--- src/rtl/nmr_bstrm_pkg.sv ---
`default_nettype none
// ============================================================================
// nmr_bstrm_pkg : shared types and constants for the NMR bitstream datapath
// Revision 1.0
// ============================================================================
package nmr_bstrm_pkg;

    localparam int SEL_WIDTH = 4;

    typedef enum logic [0:0] {
        IDLE = 1'b0,
        RUN  = 1'b1
    } dpath_state_t;

endpackage
`default_nettype wire

--- src/rtl/nmr_bstrm_mux.sv ---
`default_nettype none
// ============================================================================
// nmr_bstrm_mux : MUX_WIDTH:1 one-bit mux, out-of-range selects input 0
// Revision 1.0
// ============================================================================
module nmr_bstrm_mux
    import nmr_bstrm_pkg::*;
#(
    parameter int MUX_WIDTH = 16
) (
    input  logic [MUX_WIDTH-1:0] in_vec,
    input  logic [SEL_WIDTH-1:0] sel,
    output logic                 mux_out
);

    // Any select that matches no input falls through to input 0.
    always_comb begin
        mux_out = in_vec[0];
        for (int i = 1; i < MUX_WIDTH; i++) begin
            if (int'(sel) == i) begin
                mux_out = in_vec[i];
            end
        end
    end

endmodule
`default_nettype wire

--- src/rtl/nmr_bstrm_simp_dpath.sv ---
`default_nettype none
// ============================================================================
// nmr_bstrm_simp_dpath : segment counter/FSM driving the pulse line, plus mux
// Revision 1.0
// ============================================================================
module nmr_bstrm_simp_dpath
    import nmr_bstrm_pkg::*;
#(
    parameter int DATA_WIDTH = 32,
    parameter int MUX_WIDTH  = 16
) (
    input  logic                  CLK,
    input  logic                  RST,
    input  logic                  START,
    output logic                  DPATH_RDY,
    input  logic [DATA_WIDTH-1:0] data,
    input  logic                  PLS_POL,
    input  logic [SEL_WIDTH-1:0]  mux_sel,
    input  logic [MUX_WIDTH-2:0]  mux_in,
    output logic                  OUT
);

    localparam logic [DATA_WIDTH-1:0] CNT_ONE = DATA_WIDTH'(1);

    dpath_state_t          state;
    dpath_state_t          state_nxt;
    logic [DATA_WIDTH-1:0] cnt;
    logic [DATA_WIDTH-1:0] cnt_nxt;
    logic                  lvl;
    logic                  lvl_nxt;
    logic                  load;

    // Ready in idle, and on the final cycle of a segment so the next one
    // can be chained without a gap.
    assign DPATH_RDY = (state == IDLE) || (cnt == CNT_ONE);
    assign load      = START && DPATH_RDY && (data != '0);

    always_ff @(posedge CLK) begin
        if (RST) begin
            state <= IDLE;
            cnt   <= '0;
            lvl   <= 1'b0;
        end else begin
            state <= state_nxt;
            cnt   <= cnt_nxt;
            lvl   <= lvl_nxt;
        end
    end

    always_comb begin
        state_nxt = state;
        cnt_nxt   = cnt;
        lvl_nxt   = lvl;
        case (state)
            IDLE: begin
                if (load) begin
                    state_nxt = RUN;
                    cnt_nxt   = data;
                    lvl_nxt   = PLS_POL;
                end
            end
            RUN: begin
                if (cnt == CNT_ONE) begin
                    if (load) begin
                        cnt_nxt = data;
                        lvl_nxt = PLS_POL;
                    end else begin
                        state_nxt = IDLE;
                        cnt_nxt   = '0;
                    end
                end else begin
                    cnt_nxt = cnt - CNT_ONE;
                end
            end
            default: begin
                state_nxt = IDLE;
                cnt_nxt   = '0;
            end
        endcase
    end

    nmr_bstrm_mux #(
        .MUX_WIDTH (MUX_WIDTH)
    ) u_mux (
        .in_vec  ({mux_in, lvl}),
        .sel     (mux_sel),
        .mux_out (OUT)
    );

endmodule
`default_nettype wire

--- config.mk ---
export PLATFORM = sky130hd
export DESIGN_NAME = nmr_bstrm_simp_dpath
export DESIGN_NICKNAME = d
export VERILOG_FILES = /design/src/rtl/nmr_bstrm_pkg.sv /design/src/rtl/nmr_bstrm_mux.sv /design/src/rtl/nmr_bstrm_simp_dpath.sv
export SDC_FILE = /design/constraint.sdc
export NUM_CORES = 1
export LEC_CHECK = 0
export CORE_UTILIZATION = 35
export DETAILED_ROUTE_END_ITERATION = 8
export PLACE_DENSITY_LB_ADDON = 0.2
export SLEW_MARGIN = 10
export SYNTH_ARGS = -nofsm -noshare
export SYNTH_HDL_FRONTEND = slang
export SYNTH_HIERARCHICAL = 1
export SYNTH_SLANG_ARGS = --single-unit
--- constraint.sdc ---
create_clock -name CLK -period 4.71 [get_ports CLK]
set_input_delay 0.942 -clock CLK [delete_from_list [all_inputs] [get_ports CLK]]
set_output_delay 0.942 -clock CLK [all_outputs]
set_load 0.02 [all_outputs]
==> flow_summary.toml <==
[yosys]
ys_types = 56
yosysWarnings = 6
synthesis.area_mm2 = 0.00225
synth_nets = 341
yosysTopAreaCellShare_pct = 30.2
ys_seq_area_share_pct = 30.2
syn_area_per_cell_um2 = 7.93
synth_top_cell_by_area = "dfxtp_1"
yosys-top-cells-area = "dfxtp_1, nand2_1, nor2_1"
netlist_instances = 284
synth_edf_count = 0
synth_seq_cells = 34
synthFlopType = "dfxtp_1"
async_flop_share_pct = 0

[clocking]
cts_hold_buf = 0
cts.sinks = 34
clock_latency_ns = 0.29
cts_tree = "done"
cts_buffers = 5
clkSlewWorstSetupHoldPaths_ns = 0.07
ctsResizeCount = 0
cts_max_level = 2
post-cts-setup-buffers = 0
clock_tree.root_cell = "clkbuf_8"
clk_path_buf_depth = 2

[final_layout]
syn2layout_area_growth_pct = 30.3
post-route-cell-area_mm2 = 0.00294
nets = 389
mostFrequentLayoutCell = "clkdlybuf4s50_1"
final_cell_mix = "clkdlybuf4s50_1, dfxtp_1, nand2_1"
num_antenna_cells = 0
drive_gt1_share_pct = 6.63

[sta]
hold_viol = 0
worst_pin_slew_ns = 1.14
fin_crit_ns = 3.98
setup_violations = 0
holdWs_ns = 0.464
rsz0062_at_grt = "false"
fin_worst_skew_ns = 0.00886
layout_worst_path_cycle_share_pct = 84.5
max_freq_ghz = 0.251
finalSetupTns_ns = 0
relSlewSlack_pct = 24.1
worst_slack_ns = 0.732
drv_slew = 0

[global_routing]
grt-ovfl-total = 0
grt_pass1_wl_um = 10700
grt_max_degree = 29
grt.total_usage_pct = 20.6
grt_pass1_vias = 2257
antenna_found_initial = 0

[critical_path]
worstPathCellList = "clkdlybuf4s50_1 -> mux4_2 -> nor2_1 -> o31ai_1 -> o21a_1 -> clkdlybuf4s50_1"
cp.arrival_ns = 3.04
cp-start-kind = "input pin"
critPathCaptureType = "output pin"
cpMaxStageDelayCell = "clkdlybuf4s50_1"
cp_max_fo = 8
critPathRequiredTime_ns = 3.77
crit_top_cell = "clkdlybuf4s50_1"
cpPeakStageDelay_ns = 0.67
criticalPathCategory = "input pin to output pin"

[drt]
wl_met1_um = 3140
vias = 2411
totalWireLength_um = 6510
drt-pass1-iter-count = 4
route.top_layer_used = "met4"
wl_per_cell_um = 16.0
wl_met2_um = 2910
wl_met3_um = 393
dr.first_iter.drc_count = 171
avgViaCountPerCell = 5.92
route.detailed.drc = 0
ant_nets = 0

[power_and_ir_drop]
seqPwrFrac_pct = 39.2
comb_power_share_pct = 30.6
internal_power_uw = 622
swShare_pct = 33.0
p_leak_nw = 1.07
switching_power_uw = 307
powerDensity_mw_per_mm2 = 316
power.total_uw = 929
worst_ir_drop_vdd_v = 0.000148
clkPwrFrac_pct = 30.2

[floorplanning]
core_area_mm2 = 0.00606
ios = 57
die_x_um = 82.2
start_util_pct = 37.2
die_height_um = 82.2
rows = 28
dieArea_mm2 = 0.00676

[hold_path]
hold_class = "register to register"

[status]
status = "complete, no violations"

[place]
preCtsSetupSlack_ns = 0.720
port_buffers = 56
place.gp.congestion = 0.887
hpwl_um = 4670
place_area_mm2 = 0.00282

[job]
drv_cap = 0
==> worst max-delay path: cells and delay by family <==
family	cells	cell delay, ns
buffers and inverters	2	1.20
muxes	1	0.54
and+or+nand+nor	1	0.10
AOI/OAI and AO/OA	2	0.25
==> power by group through the flow <==
stage          registers, mW  clock network, mW  logic, mW
5_1_grt                0.370              0.297      0.314
3_5_place_dp           0.369                  0      0.282
3_3_place_gp           0.369                  0      0.279
4_1_cts                0.363              0.283      0.283
6_report               0.364              0.280      0.285
2_1_floorplan          0.357                  0      0.196
==> worst paths after layout <==
path	from	endpoint	slack, ns	depth (start not counted)
setup / recovery	mux_sel[0]	OUT	0.73	6
hold reg to reg	cnt[29]	cnt[29]	0.46	2
hold / removal	cnt[29]	cnt[29]	0.46	2
setup reg to reg	cnt[19]	cnt[9]	1.52	7
==> layout make-up <==
class                           instances  area [um^2]
Clock inverter                          1         30.0
Sequential cell                        34          681
Fill cell                             627         3130
Timing Repair Buffer                   58          576
Multi-Input combinational cell        226         1450
Inverter                                7         26.3
Tap cell                               75         93.8
Clock buffer                            6         82.6
==> flip-flops by register name (all words and copies together) (netlist names) <==
register,cells
cnt,32
state,1
lvl,1
==> cells by family (layout without fill, tap and decap cells) <==
kind of cell               after synthesis  in the layout  synth area share [%]
and+or+nand+nor                        125            125                  28.9
AOI/OAI and AO/OA                       90             90                  29.5
DFF                                     34             34                  30.2
buffers and inverters                   24             72                  5.61
muxes                                    8              8                  4.28
adders and majority gates                2              2                  1.11
xor gates and xnor gates                 1              1                 0.389
==> routing by layer <==
layer	track usage (%)	up-vias
li1	-	1197
met1	28.6	1131
met2	32.6	75
met3	3.41	8
met4	5.61	0
met5	0	-
==> stage by stage <==
| step | utilization [%] | instances |
|---|---|---|
| 6_report | 48.4 | 407 |
| 5_1_grt | 48.4 | 407 |
| 4_1_cts | 48.4 | 407 |
| 3_5_place_dp | 46.6 | 400 |
| 3_3_place_gp | 46.6 | 400 |
| 2_1_floorplan | - | 284 |
==> synthesized netlist by cell type, types with 4 or more instances <==
cell type and n:
o21ai_0 16, clkbuf_1 5, nand4_1 7, nor4_1 14, or3_1 5, a221o_1 7
o22ai_1 4, a21oi_1 17, o31ai_1 4, nand2_1 30, buf_2 7, a32oi_1 8
mux2i_1 4, nor2_1 28, inv_1 7, nor3_1 12, dfxtp_1 34, nand3_1 9
o211ai_1 8
No activity file was read; power rests on OpenSTA's default activity.
